[config.mk]
export PLATFORM = sky130hd
export DESIGN_NAME = neopixel_controller
export DESIGN_NICKNAME = d
export VERILOG_FILES = /design/src/rtl/neopixel_pkg.sv /design/src/rtl/neo_bit_timer.sv /design/src/rtl/neopixel_controller.sv
export SDC_FILE = /design/constraint.sdc
export NUM_CORES = 1
export LEC_CHECK = 0
export ABC_AREA = 1
export CELL_PAD_IN_SITES_DETAIL_PLACEMENT = 0
export CELL_PAD_IN_SITES_GLOBAL_PLACEMENT = 1
export CORE_MARGIN = 5
export CORE_UTILIZATION = 44
export CTS_CLUSTER_SIZE = 40
export DETAILED_ROUTE_END_ITERATION = 6
export PLACE_DENSITY_LB_ADDON = 0.1
export SLEW_MARGIN = 20
export SYNTH_ARGS = -nofsm -noshare
export SYNTH_HDL_FRONTEND = slang
export SYNTH_SLANG_ARGS = --single-unit
[constraint.sdc]
create_clock -name clock -period 2.3 [get_ports clock]
set_input_delay 0.345 -clock clock [delete_from_list [all_inputs] [get_ports clock]]
set_output_delay 0.345 -clock clock [all_outputs]
set_load 0.02 [all_outputs]
[src/rtl/neopixel_pkg.sv]
// Shared types and default 50 MHz bit timing for the NeoPixel chain driver.
package neopixel_pkg;

  typedef enum logic [1:0] {IDLE, HIGH, LOW, LATCH} state_t;
  typedef enum logic [1:0] {GREEN = 2'd0, RED = 2'd1, BLUE = 2'd2} color_t;

  localparam int DEF_NUM_PIXELS = 5;
  localparam int DEF_T0H        = 18;
  localparam int DEF_T0L        = 44;
  localparam int DEF_T1H        = 35;
  localparam int DEF_T1L        = 27;
  localparam int DEF_T_LATCH    = 2500;
  localparam int BITS_PER_PIXEL = 24;

  // Cycle counters must hold the longest phase the design ever counts.
  function automatic int cnt_width(input int t_latch, input int t0l, input int t1h);
    int m;
    m = t_latch;
    if (t0l > m) m = t0l;
    if (t1h > m) m = t1h;
    return $clog2(m + 1);
  endfunction

endpackage

[src/rtl/neo_bit_timer.sv]
// Generates one pixel bit: high phase, then low phase, then a bit_done pulse.
// A start on the bit_done cycle chains the next bit with no gap.
module neo_bit_timer
  import neopixel_pkg::*;
#(
  parameter int T0H   = DEF_T0H,
  parameter int T0L   = DEF_T0L,
  parameter int T1H   = DEF_T1H,
  parameter int T1L   = DEF_T1L,
  parameter int CNT_W = 12
) (
  input  logic clock,
  input  logic reset,
  input  logic start,
  input  logic bit_value,
  output logic level,
  output logic high_done,
  output logic bit_done
);

  logic [CNT_W-1:0] cnt;
  logic [CNT_W-1:0] high_last;
  logic [CNT_W-1:0] low_last;
  logic             bit_q;
  logic             busy;

  assign high_last = bit_q ? CNT_W'(T1H - 1) : CNT_W'(T0H - 1);
  assign low_last  = bit_q ? CNT_W'(T1L - 1) : CNT_W'(T0L - 1);
  assign high_done = busy && level && (cnt == high_last);
  assign bit_done  = busy && !level && (cnt == low_last);

  // NOTE: sequential state uses non-blocking assignments so every flop samples
  // pre-edge values; blocking here would create order-dependent simulation races.
  always_ff @(posedge clock) begin
    if (reset) begin
      cnt   <= '0;
      bit_q <= 1'b0;
      level <= 1'b0;
      busy  <= 1'b0;
    end else if (start) begin
      cnt   <= '0;
      bit_q <= bit_value;
      level <= 1'b1;
      busy  <= 1'b1;
    end else if (high_done) begin
      cnt   <= '0;
      level <= 1'b0;
    end else if (bit_done) begin
      cnt   <= '0;
      busy  <= 1'b0;
    end else if (busy) begin
      cnt   <= cnt + 1'b1;
    end
  end

endmodule

[src/rtl/neopixel_controller.sv]
// WS2812 chain driver: byte-wide colour store, serial frame, latch interval.
// Define NEO_CLEAR_ON_SEND_EN to wipe the colour store at the end of each frame.
module neopixel_controller
  import neopixel_pkg::*;
#(
  parameter int NUM_PIXELS = DEF_NUM_PIXELS,
  parameter int T0H        = DEF_T0H,
  parameter int T0L        = DEF_T0L,
  parameter int T1H        = DEF_T1H,
  parameter int T1L        = DEF_T1L,
  parameter int T_LATCH    = DEF_T_LATCH
) (
  input  logic       clock,
  input  logic       reset,
  input  logic [2:0] pixel_index,
  input  logic [1:0] color_index,
  input  logic [7:0] color_level,
  input  logic       load_color,
  input  logic       send_it,
  output logic       neo_data,
  output logic       ready_to_load,
  output logic       ready_to_send
);

  localparam int CNT_W = cnt_width(T_LATCH, T0L, T1H);
  localparam int PIX_W = (NUM_PIXELS > 1) ? $clog2(NUM_PIXELS) : 1;

  state_t           state, state_next;
  logic [4:0]       bit_cnt, bit_next;
  logic [PIX_W-1:0] pix_cnt, pix_next;
  logic [CNT_W-1:0] latch_cnt;
  logic [7:0]       store [NUM_PIXELS][3];

  logic start, next_bit_value, high_done, bit_done;
  logic load_ok, last_bit, latch_done;

  assign load_ok = load_color && (state == IDLE) &&
                   (int'(pixel_index) < NUM_PIXELS) && (color_index != 2'd3);
  assign last_bit   = (pix_cnt == PIX_W'(NUM_PIXELS - 1)) && (bit_cnt == 5'd23);
  assign latch_done = (state == LATCH) && (latch_cnt == CNT_W'(T_LATCH - 1));

  assign ready_to_load = (state == IDLE);
  assign ready_to_send = (state == IDLE);

  // NOTE: every output of this block gets a default first, so no path can
  // leave a signal unassigned and infer a latch.
  always_comb begin
    state_next = state;
    start      = 1'b0;
    bit_next   = bit_cnt;
    pix_next   = pix_cnt;
    unique case (state)
      IDLE: begin
        if (send_it) begin
          start      = 1'b1;
          state_next = HIGH;
          bit_next   = '0;
          pix_next   = '0;
        end
      end
      HIGH: if (high_done) state_next = LOW;
      LOW: begin
        if (bit_done) begin
          if (last_bit) begin
            state_next = LATCH;
          end else begin
            start      = 1'b1;
            state_next = HIGH;
            if (bit_cnt == 5'd23) begin
              bit_next = '0;
              pix_next = pix_cnt + 1'b1;
            end else begin
              bit_next = bit_cnt + 5'd1;
            end
          end
        end
      end
      LATCH: if (latch_done) state_next = IDLE;
      default: state_next = IDLE;
    endcase
  end

  // A byte loaded on the send edge is not in the store yet; forward its MSB.
  always_comb begin
    next_bit_value = store[pix_next][bit_next[4:3]][~bit_next[2:0]];
    if (state == IDLE && load_ok && pixel_index == 3'd0 && color_index == GREEN)
      next_bit_value = color_level[7];
  end

  always_ff @(posedge clock) begin
    if (reset) begin
      state     <= IDLE;
      bit_cnt   <= '0;
      pix_cnt   <= '0;
      latch_cnt <= '0;
    end else begin
      state     <= state_next;
      bit_cnt   <= bit_next;
      pix_cnt   <= pix_next;
      latch_cnt <= (state == LATCH && !latch_done) ? latch_cnt + 1'b1 : '0;
    end
  end

  // NOTE: the colour store is a small register file, not a RAM, because
  // reset must clear every byte; a RAM macro could not be reset this way.
  always_ff @(posedge clock) begin
    if (reset) begin
      for (int p = 0; p < NUM_PIXELS; p++)
        for (int c = 0; c < 3; c++)
          store[p][c] <= '0;
    end else begin
      if (load_ok)
        store[pixel_index[PIX_W-1:0]][color_index] <= color_level;
`ifdef NEO_CLEAR_ON_SEND_EN
      if (latch_done)
        for (int p = 0; p < NUM_PIXELS; p++)
          for (int c = 0; c < 3; c++)
            store[p][c] <= '0;
`endif
    end
  end

  neo_bit_timer #(
    .T0H   (T0H),
    .T0L   (T0L),
    .T1H   (T1H),
    .T1L   (T1L),
    .CNT_W (CNT_W)
  ) u_bit_timer (
    .clock     (clock),
    .reset     (reset),
    .start     (start),
    .bit_value (next_bit_value),
    .level     (neo_data),
    .high_done (high_done),
    .bit_done  (bit_done)
  );

endmodule

==> results.md, run 1 <==
- Finished Cell Area: 15400 µm²
- Finished Layout Cells: 1855
- Core area: 24500 µm²
- Detail Placement HPWL: 22400 µm
- Num CTS Buffers: 25
- Period utilization: 1.19
- CTS tree: yes
- Synth area leader: edfxtp_1
- CTS max path bufs: 3
- Slew HR: 0.656
- Placed insts: 1777
- Die X: 168 µm
- Layout Utilization: 0.628
- Initial antenna violation count: 0
- Async SR Flop Fraction: 0
- Layout Nets: 1536
- Clock Root Buffer: clkbuf_16
- Synth top cells by count: nand2_1, nand3_1, edfxtp_1, nor2_1, inv_1
- DR WL/cell: 18.4 µm
- Worst hold path class: register to register
- Crit path kind: register to register
- Antenna Violating Nets Remaining: 0
- GPL Wtd Cong: 0.870
- Die height: 168 µm
- Top-area cell type share of the netlist area: 0.525
- Ys Warns: 0
- Slowest-stage cell, CP: dfxtp_2
- Most numerous cell in the Yosys netlist: nand2_1
- Count of different cell masters after synthesis: 41
- Met1 Resource Use GR: 0.311
- Primary FF master, synth: edfxtp_1
- First-pass GRT wire length: 49600 µm
- Routed vias: 9342
- Synthesized area per cell: 9.17 µm²
- Overall Power: 0.0103 W
- Routed WL: 34200 µm
- Seq/Total Area, Yosys: 0.592
- Seq cells post-synth: 229
- Max rail drop VDD: 0.599 mV
- Clock Latency Late Sink: 0.52 ns
- Fmax: 366 MHz
- Slew Limit Fails: 0
- H-tree depth: 1
- Setup ws final: -0.430 ns
- Largest net degree at the start of global routing: 36
- Pre-CTS setup slack: -0.474 ns
- Worst path top cell family by delay: simple AND/OR/NAND/NOR gates
- Synthesized area: 11000 µm²
- WP buf/inv: 4
- I/O pins: 20
- Fill count: 2125
- EDFF count, synth: 192
- Status: finished with violations
- Worst-path clk slew: 0.07 ns
- Row cnt: 57
- CP Data Arrival Time: 3.12 ns
- All-Layer GR Usage: 0.224
- N_diodes: 0
- Share of cells above drive strength 1: 0.248
- Top Usage Layer GRT: met2
- Setup Viol. Count Final: 1
- DR DRC count: 0
- Vias in the first global route: 8839
- Placed cell area: 13500 µm²
- Flop-to-flop setup slack: -0.43 ns
- Failing checks: setup timing
- Slew at the pin with the worst max-slew slack: 0.510 ns
- RSZ-0062 raised after global routing: true
- Pwr Density: 670 nW/µm²
- Synth-to-layout area growth: 39.8%
- Hold_buf cts: 0
- LEAKAGE: 6.58 nW
- Final Skew: 0.0114 ns
- Initial Util: 0.449
- IO buf count: 19
- GRT overflow: 0
- Crit path time final: 2.73 ns
- Maxcap violations: 0
- Setup crit start kind: register
- Post-Synthesis Cells: 1198
- Starting DRT DRC Count: 833
- Clk sinks: 229
- Total iterations of the first detailed-routing run: 5
- GR Layer Usage met3: 0.0249
- Ordered list of cells on the worst path: ha_4 -> nand2_2 -> nor2_4 -> nand2_2 -> nor2_4 -> nand3_4 -> buf_6 -> nand2_8 -> buf_12 -> buf_12 -> buf_8 -> nand3b_1 -> nand3_2 -> o21ai_2 -> nand2_1 -> nand3_1 -> nand3_1 -> nand3_1 -> nand2_1 -> nand2_1 -> nand4_1 -> a21oi_1
- Die Area: 28200 µm²
- M2 GR Usage: 0.374
- Top cells by area, synth: edfxtp_1, nand3_1, nand2_1, dfxtp_1, nor2_1
- Kind of end point of the critical path: register
- Vias per inst: 5.04
- Final hold violations: 0
- Worst-path fanout max: 5
- WP data required: 2.69 ns
- Critical Path Max Stage Delay: 0.36 ns
==> stage by stage <==
step	hold WS, ns	TNS, ns
2_1_floorplan	0.414	0
3_3_place_gp	0.434	-18.98
3_5_place_dp	0.438	-20.47
4_1_cts	0.452	-0.620
5_1_grt	0.477	-0.919
6_report	0.448	-0.430
==> worst reg2reg max path, delay by kind of cell, from the launching register on <==
family,cells,cell delay (ns)
AOI/OAI and AO/OA,2,0.14
adders and majority gates,1,0.14
buffers and inverters,4,0.58
DFF,1,0.36
and+or+nand+nor,15,1.40
==> final timing paths <==
path,startpoint,endpoint,depth (start not counted)
hold reg to reg,latch_cnt[0]$_SDFF_PP0_,latch_cnt[0]$_SDFF_PP0_,1
hold / removal,latch_cnt[0]$_SDFF_PP0_,latch_cnt[0]$_SDFF_PP0_,1
setup reg to reg,bit_cnt[1]$_SDFF_PP0_,u_bit_timer.bit_q$_SDFFE_PP0P_,22
setup / recovery,bit_cnt[1]$_SDFF_PP0_,u_bit_timer.bit_q$_SDFFE_PP0P_,22
==> layout by cell type, fill, tap and decap left out, types with 28 or more instances in the layout <==
| master | n |
|---|---|
| nand2_1 | 223 |
| buf_4 | 193 |
| edfxtp_1 | 192 |
| nand3_1 | 173 |
| nor2_1 | 169 |
| inv_1 | 140 |
| conb_1 | 72 |
| nand3b_1 | 45 |
| clkbuf_16 | 41 |
| dfxtp_1 | 33 |
| buf_12 | 28 |
==> flip-flops by register name (all words and copies together) (netlist names) <==
| register | cells |
|---|---|
| pix_cnt | 3 |
| latch_cnt | 12 |
| store | 192 |
| state | 2 |
| u_bit_timer.level | 1 |
| u_bit_timer.cnt | 12 |
| u_bit_timer.busy | 1 |
| bit_cnt | 5 |
| u_bit_timer.bit_q | 1 |
==> power by group <==
part / switching (W) / leakage, nW / internal, W
sequential: 0.0000973 / 2.28 / 0.00473
clock: 0.00166 / 0.396 / 0.00244
combinational: 0.000756 / 3.90 / 0.000609
total: 0.00251 / 6.58 / 0.00778
==> cell families (layout without fill, tap and decap cells) <==
family / after synthesis / after routing / synth area share
AND/OR/NAND/NOR: 703 / 704 / 0.290
flip-flops: 229 / 229 / 0.592
buffers and inverters: 200 / 461 / 0.0755
AO/OA/AOI/OAI: 48 / 48 / 0.0269
XOR/XNOR: 12 / 12 / 0.00957
adder cells (fa/ha/maj): 5 / 5 / 0.00570
other: 1 / 72 / 0.000341
==> routing by layer <==
metal | up-vias | wire (µm)
met5 | - | 0
met4 | 0 | 1060
met3 | 63 | 2000
met2 | 255 | 16400
met1 | 4480 | 14700
li1 | 4544 | -
==> area by class of cell <==
type                    instances  area (µm²)  share of cell area
flip-flops and latches        229        6510               0.424
clock buffers                  27         633              0.0412
repair buffers                267        2770               0.181
inverters                     150         572              0.0372
clock inverters                17         199              0.0130
multi-input cells             841        4260               0.277
well taps                     324         405              0.0264
==> what timing repair did <==
action / 4_1_cts / 5_1_grt
pin swaps: 1 / 43
buffers inserted: 4 / 11
resized for setup: 10 / 82
endpoints found under the setup margin: 4 / 14
cloned: 2 / 18
Power figures use the tool's default switching activity.
==> inputs of run 2 (changes only) <==
--- a/config.mk
+++ b/config.mk
@@ -8,7 +8,6 @@
 export ABC_AREA = 1
 export CELL_PAD_IN_SITES_DETAIL_PLACEMENT = 0
 export CELL_PAD_IN_SITES_GLOBAL_PLACEMENT = 1
-export CORE_MARGIN = 5
 export CORE_UTILIZATION = 44
 export CTS_CLUSTER_SIZE = 40
 export DETAILED_ROUTE_END_ITERATION = 6
==> results.md, run 2 (synthesis gave the netlist of run 1 again) <==
- Layout Nets: 1494 (was 1536)
- Placed insts: 1749 (was 1777)
- Maxcap violations: 0 (unchanged)
- Row cnt: 57 (unchanged)
- Clock Latency Late Sink: 0.53 ns (was 0.52 ns)
- Top reg by flops: store (unchanged)
- Hold_buf cts: 0 (unchanged)
- GRT overflow: 0 (unchanged)
- Routed WL: 32100 µm (was 34200 µm)
- Pwr Density: 667 nW/µm² (was 670 nW/µm²)
- Slew at the pin with the worst max-slew slack: 0.536 ns (was 0.510 ns)
- Starting DRT DRC Count: 677 (was 833)
- Largest net degree at the start of global routing: 34 (was 36)
- Finished Cell Area: 15200 µm² (was 15400 µm²)
- Initial antenna violation count: 0 (unchanged)
- Kind of end point of the critical path: register (unchanged)
- Initial Util: 0.450 (was 0.449)
- Most common cell after layout, fill and taps aside: nand2_1 (unchanged)
- Period utilization: 1.12 (was 1.19)
- Worst-path clk slew: 0.06 ns (was 0.07 ns)
- Fill count: 2172 (was 2125)
- Slew HR: 0.639 (was 0.656)
- Synth-to-layout area growth: 38.7% (was 39.8%)
- First-pass GRT wire length: 47900 µm (was 49600 µm)
- Vias per inst: 5.00 (was 5.04)
- WP data required: 2.76 ns (was 2.69 ns)
- Detail Placement HPWL: 21700 µm (was 22400 µm)
- CTS tree: yes (unchanged)
- Num CTS Buffers: 26 (was 25)
- Setup ws final: -0.277 ns (was -0.430 ns)
- Final hold violations: 0 (unchanged)
- LEAKAGE: 6.41 nW (was 6.58 nW)
- Share of cells above drive strength 1: 0.275 (was 0.248)
- RSZ-0062 raised after global routing: true (unchanged)
- Worst hold path class: register to register (unchanged)
- Clk sinks: 229 (unchanged)
- Routed vias: 9070 (was 9342)
- Fin Hold WS: 0.445 ns (was 0.448 ns)
- Status: finished with violations (unchanged)
- Max rail drop VDD: 0.440 mV (was 0.599 mV)
- Antenna Violating Nets Remaining: 0 (unchanged)
- Fmax: 388 MHz (was 366 MHz)
- H-tree depth: 1 (unchanged)
- Placed cell area: 13300 µm² (was 13500 µm²)
- GPL Wtd Cong: 0.848 (was 0.870)
- Core area: 24400 µm² (was 24500 µm²)
- Setup crit start kind: register (unchanged)
- N_diodes: 0 (unchanged)
- Die Area: 25600 µm² (was 28200 µm²)
- CP Data Arrival Time: 3.04 ns (was 3.12 ns)
- Finished Layout Cells: 1813 (was 1855)
- Crit path time final: 2.58 ns (was 2.73 ns)
- Setup Viol. Count Final: 1 (unchanged)
- Clock Root Buffer: clkbuf_16 (unchanged)
- I/O pins: 20 (unchanged)
- IO buf count: 19 (unchanged)
- Slew Limit Fails: 0 (unchanged)
- Top flop regs: store x192, latch_cnt x12, u_bit_timer.cnt x12 (unchanged)
- Die height: 160 µm (was 168 µm)
- Worst-path fanout max: 7 (was 5)
- Die X: 160 µm (was 168 µm)
- Crit path kind: register to register (unchanged)
- Commonest non-fill, non-tap cells in the layout: nand2_1, edfxtp_1, nor2_1 (was nand2_1, buf_4, edfxtp_1)
- Max FFs per register: 192 (unchanged)
- DR WL/cell: 17.7 µm (was 18.4 µm)
- All-Layer GR Usage: 0.245 (was 0.224)
- CTS max path bufs: 3 (unchanged)
- DR DRC count: 0 (unchanged)
- Layout Utilization: 0.625 (was 0.628)
- Total iterations of the first detailed-routing run: 5 (unchanged)
- Failing checks: setup timing (unchanged)
- Final Skew: 0.0130 ns (was 0.0114 ns)
- Vias in the first global route: 8657 (was 8839)
==> run 2: metrics by stage <==
step	setup slack, ns	TNS [ns]	total power (W)
2_1_floorplan	0.00509	0	0.00548
3_3_place_gp	-0.402	-12.85	0.00617
3_5_place_dp	-0.413	-18.85	0.00618
4_1_cts	-0.297	-0.345	0.0101
5_1_grt	-0.420	-0.448	0.0105
6_report	-0.277	-0.277	0.0102
==> run 2: routing by layer <==
layer | wire (µm) | part of all wire | global-route usage
met2 | 15700 | 0.49 | 0.416
met1 | 14200 | 0.44 | 0.334
met3 | 1560 | 0.049 | 0.0294
met5 | 0 | 0 | 0
met4 | 601 | 0.019 | 0.0606
==> run 2: worst paths after layout <==
| path | startpoint | end | slack (ns) | cells past startpoint |
|---|---|---|---|---|
| max | bit_cnt[1]$_SDFF_PP0_ | u_bit_timer.bit_q$_SDFFE_PP0P_ | -0.28 | 20 |
| max reg2reg | bit_cnt[1]$_SDFF_PP0_ | u_bit_timer.bit_q$_SDFFE_PP0P_ | -0.28 | 20 |
| min reg2reg | latch_cnt[0]$_SDFF_PP0_ | latch_cnt[0]$_SDFF_PP0_ | 0.45 | 1 |
| min | latch_cnt[0]$_SDFF_PP0_ | latch_cnt[0]$_SDFF_PP0_ | 0.45 | 1 |
==> run 2: final cells by class <==
type / instances / area, µm² / area share
clock buffers: 31 / 691 / 0.0453
clock inverters: 14 / 118 / 0.00772
inverters: 150 / 576 / 0.0378
multi-input cells: 841 / 4590 / 0.301
flip-flops and latches: 229 / 6520 / 0.428
well taps: 324 / 405 / 0.0266
repair buffers: 224 / 2330 / 0.153
==> run 2: worst max-delay path: stages, from the launching register on <==
cell and delay [ns]:
dfxtp_2 0.35, ha_4 0.14, nand2_2 0.07, nor2_4 0.10, nand2_2 0.08, nor2_4 0.12, nand3_4 0.10, buf_6 0.14
nand2_8 0.12, buf_12 0.18, clkbuf_16 0.17, nand3_1 0.09, nand3_2 0.09, nand3_2 0.12, nand3_2 0.09, nand3_1 0.08
nand3_1 0.10, nand3_2 0.08, nand2_1 0.06, nand4_1 0.09, a21oi_1 0.14
==> run 2: where the power goes <==
group          total, W  switching [W]  internal [W]
logic           0.00138       0.000790      0.000587
clock network   0.00397        0.00163       0.00234
registers       0.00482      0.0000864       0.00474
total            0.0102        0.00250       0.00767
==> run 2: repair_timing <==
action                     4_1_cts  5_1_grt
pin swaps                        7       64
setup endpoints to repair        3      112
gates cloned                     2       10
resized for setup               36      156
setup buffers                    3        4
==> inputs of run 3 (changes only) <==
--- a/config.mk
+++ b/config.mk
@@ -9,6 +9,7 @@
 export CELL_PAD_IN_SITES_DETAIL_PLACEMENT = 0
 export CELL_PAD_IN_SITES_GLOBAL_PLACEMENT = 1
 export CORE_UTILIZATION = 44
+export CTS_CLUSTER_DIAMETER = 120
 export CTS_CLUSTER_SIZE = 40
 export DETAILED_ROUTE_END_ITERATION = 6
 export PLACE_DENSITY_LB_ADDON = 0.1
==> results.md, run 3 (synthesis gave the netlist of run 1 again) <==
- Maxcap violations: 0 (unchanged)
- Int Power: 0.00631 W (was 0.00767 W)
- I/O pins: 20 (unchanged)
- GRT overflow: 0 (unchanged)
- GPL Wtd Cong: 0.848 (unchanged)
- Detail Placement HPWL: 21700 µm (unchanged)
- H-tree depth: 1 (unchanged)
- Clk sinks: 229 (unchanged)
- Max FFs per register: 192 (unchanged)
- Status: finished with violations (unchanged)
- Most common cell after layout, fill and taps aside: nand2_1 (unchanged)
- Slew HR: 0.572 (was 0.639)
- Routed vias: 8910 (was 9070)
- Worst-path fanout max: 12 (was 7)
- Crit path kind: register to register (unchanged)
- Largest net degree at the start of global routing: 41 (was 34)
- FF/Latch Area: 6520 µm² (about the same)
- RSZ-0062 raised after global routing: true (unchanged)
- Antenna Violating Nets Remaining: 0 (unchanged)
- Max rail drop VDD: 0.443 mV (was 0.440 mV)
- Pwr Density: 589 nW/µm² (was 667 nW/µm²)
- Fmax: 376 MHz (was 388 MHz)
- DR WL/cell: 17.6 µm (was 17.7 µm)
- Vias in the first global route: 8454 (was 8657)
- Slew at the pin with the worst max-slew slack: 0.638 ns (was 0.536 ns)
- Combinational power share: 0.161 (was 0.135)
- Initial antenna violation count: 0 (unchanged)
- Kind of end point of the critical path: register (unchanged)
- Layout Utilization: 0.597 (was 0.625)
- Clock power share: 0.277 (was 0.390)
- Pre-CTS setup slack: -0.413 ns (unchanged)
- Sw frac: 0.264 (was 0.246)
- Finished Layout Cells: 1780 (was 1813)
- Die X: 160 µm (unchanged)
- Setup ws final: -0.358 ns (was -0.277 ns)
- WP data required: 2.71 ns (was 2.76 ns)
- Row cnt: 57 (unchanged)
- Worst hold path class: register to register (unchanged)
- Initial Util: 0.450 (unchanged)
- Top flop regs: store x192, latch_cnt x12, u_bit_timer.cnt x12 (unchanged)
- Final hold violations: 0 (unchanged)
- Slew Limit Fails: 0 (unchanged)
- All-Layer GR Usage: 0.242 (was 0.245)
- Core area: 24400 µm² (unchanged)
- CP Data Arrival Time: 3.06 ns (was 3.04 ns)
- Fill count: 2245 (was 2172)
- First-pass GRT wire length: 47300 µm (was 47900 µm)
- Setup crit start kind: register (unchanged)
- IO buf count: 19 (unchanged)
- Crit path time final: 2.66 ns (was 2.58 ns)
- Switch Pwr: 0.00226 W (was 0.00250 W)
- Placed insts: 1749 (unchanged)
- Commonest non-fill, non-tap cells in the layout: nand2_1, edfxtp_1, nor2_1 (unchanged)
- Routed WL: 31300 µm (was 32100 µm)
- Share of cells above drive strength 1: 0.255 (was 0.275)
- Num CTS Buffers: 10 (was 26)
- LEAKAGE: 6.09 nW (was 6.41 nW)
- Hold_buf cts: 0 (unchanged)
- Synth-to-layout area growth: 32.7% (was 38.7%)
- Period utilization: 1.16 (was 1.12)
- Die height: 160 µm (unchanged)
- Setup TNS Final: -0.358 ns (was -0.277 ns)
- N_diodes: 0 (unchanged)
- CTS tree: yes (unchanged)
- Clock Root Buffer: clkbuf_16 (unchanged)
- Multi-input gate area: 4480 µm² (was 4590 µm²)
- Layout Nets: 1475 (was 1494)
- Failing checks: setup timing (unchanged)
- Clock Latency Late Sink: 0.52 ns (was 0.53 ns)
- Die Area: 25600 µm² (unchanged)
- Total iterations of the first detailed-routing run: 7 (was 5)
- Worst-path clk slew: 0.13 ns (was 0.06 ns)
- Setup Viol. Count Final: 1 (unchanged)
- Final Skew: 0.0522 ns (was 0.0130 ns)
- Starting DRT DRC Count: 662 (was 677)
- Top reg by flops: store (unchanged)
- CTS max path bufs: 3 (unchanged)
- Fin Hold WS: 0.456 ns (was 0.445 ns)
- Vias per inst: 5.01 (was 5.00)
- DR DRC count: 0 (unchanged)
- Flop pwr share: 0.561 (was 0.474)
[run 3: cell count changes in the layout (fill, tap and decap cells not counted), moves of 4 or more]
| cell | before | now |
|---|---|---|
| clkbuf_1 | 4 | 0 |
| clkbuf_16 | 36 | 17 |
| clkinv_1 | 4 | 0 |
| clkinv_2 | 7 | 0 |
| nand3_1 | 128 | 151 |
| nand3_2 | 67 | 44 |
[run 3: power by group through the flow]
stage | registers [W] | logic, W | clock network (W)
floorplan | 0.00490 | 0.000578 | 0
global placement | 0.00490 | 0.00127 | 0
detailed placement | 0.00491 | 0.00127 | 0
CTS | 0.00481 | 0.00129 | 0.00241
global route | 0.00484 | 0.00152 | 0.00254
finish | 0.00481 | 0.00138 | 0.00238
[run 3: area by class of cell]
cell class,count,share of cell area
inverter,150,0.0393
clock buffer,12,0.0206
multi-input combinational,840,0.308
sequential,229,0.448
tap,324,0.0278
timing repair buffer,222,0.153
clock inverter,3,0.00378
[run 3: path summary, 6_finish.rpt]
kind	startpoint	end	slack (ns)	depth (start not counted)
hold / removal	latch_cnt[0]$_SDFF_PP0_	latch_cnt[0]$_SDFF_PP0_	0.46	1
setup reg to reg	bit_cnt[1]$_SDFF_PP0_	u_bit_timer.bit_q$_SDFFE_PP0P_	-0.36	20
hold reg to reg	latch_cnt[0]$_SDFF_PP0_	latch_cnt[0]$_SDFF_PP0_	0.46	1
setup / recovery	bit_cnt[1]$_SDFF_PP0_	u_bit_timer.bit_q$_SDFFE_PP0P_	-0.36	20
[run 3: per-layer routing]
metal / routed length [µm] / vias up / GRT usage
met1: 13900 / 4285 / 0.340
li1: - / 4391 / -
met4: 685 / 0 / 0.0519
met2: 15200 / 197 / 0.410
met3: 1420 / 37 / 0.0205
met5: 0 / - / 0
[run 3: through the flow]
| stage | instance area [µm²] | total power, W |
|---|---|---|
| final | 14600 | 0.00858 |
| after global routing | 14600 | 0.00889 |
| after CTS | 13900 | 0.00851 |
| after detailed placement | 13300 | 0.00618 |
| after global placement | 13300 | 0.00617 |
| after floorplan | 11300 | 0.00548 |
[run 3: worst max-delay path: stages (launching register included)]
cell and delay (ns):
dfxtp_2 0.37, ha_4 0.14, nand2_2 0.06, nor2_4 0.12, nand2_2 0.08, buf_4 0.16
inv_1 0.08, nand2_1 0.08, xor2_2 0.17, a21oi_4 0.09, nor2_8 0.22, buf_12 0.14
clkbuf_16 0.15, nand2_1 0.09, nand3_1 0.11, nand3_1 0.09, nand3_1 0.11, nand2_1 0.06
nand2_1 0.06, nand4_1 0.07, a21oi_1 0.14
[run 3: what timing repair did]
| item | CTS | global route |
|---|---|---|
| endpoints found under the setup margin | 2 | 114 |
| pin swaps | 6 | 48 |
| setup buffers | 4 | 6 |
| gates resized for setup | 34 | 144 |
| gates cloned | 2 | 5 |
| hold endpoints to repair | 0 | 0 |
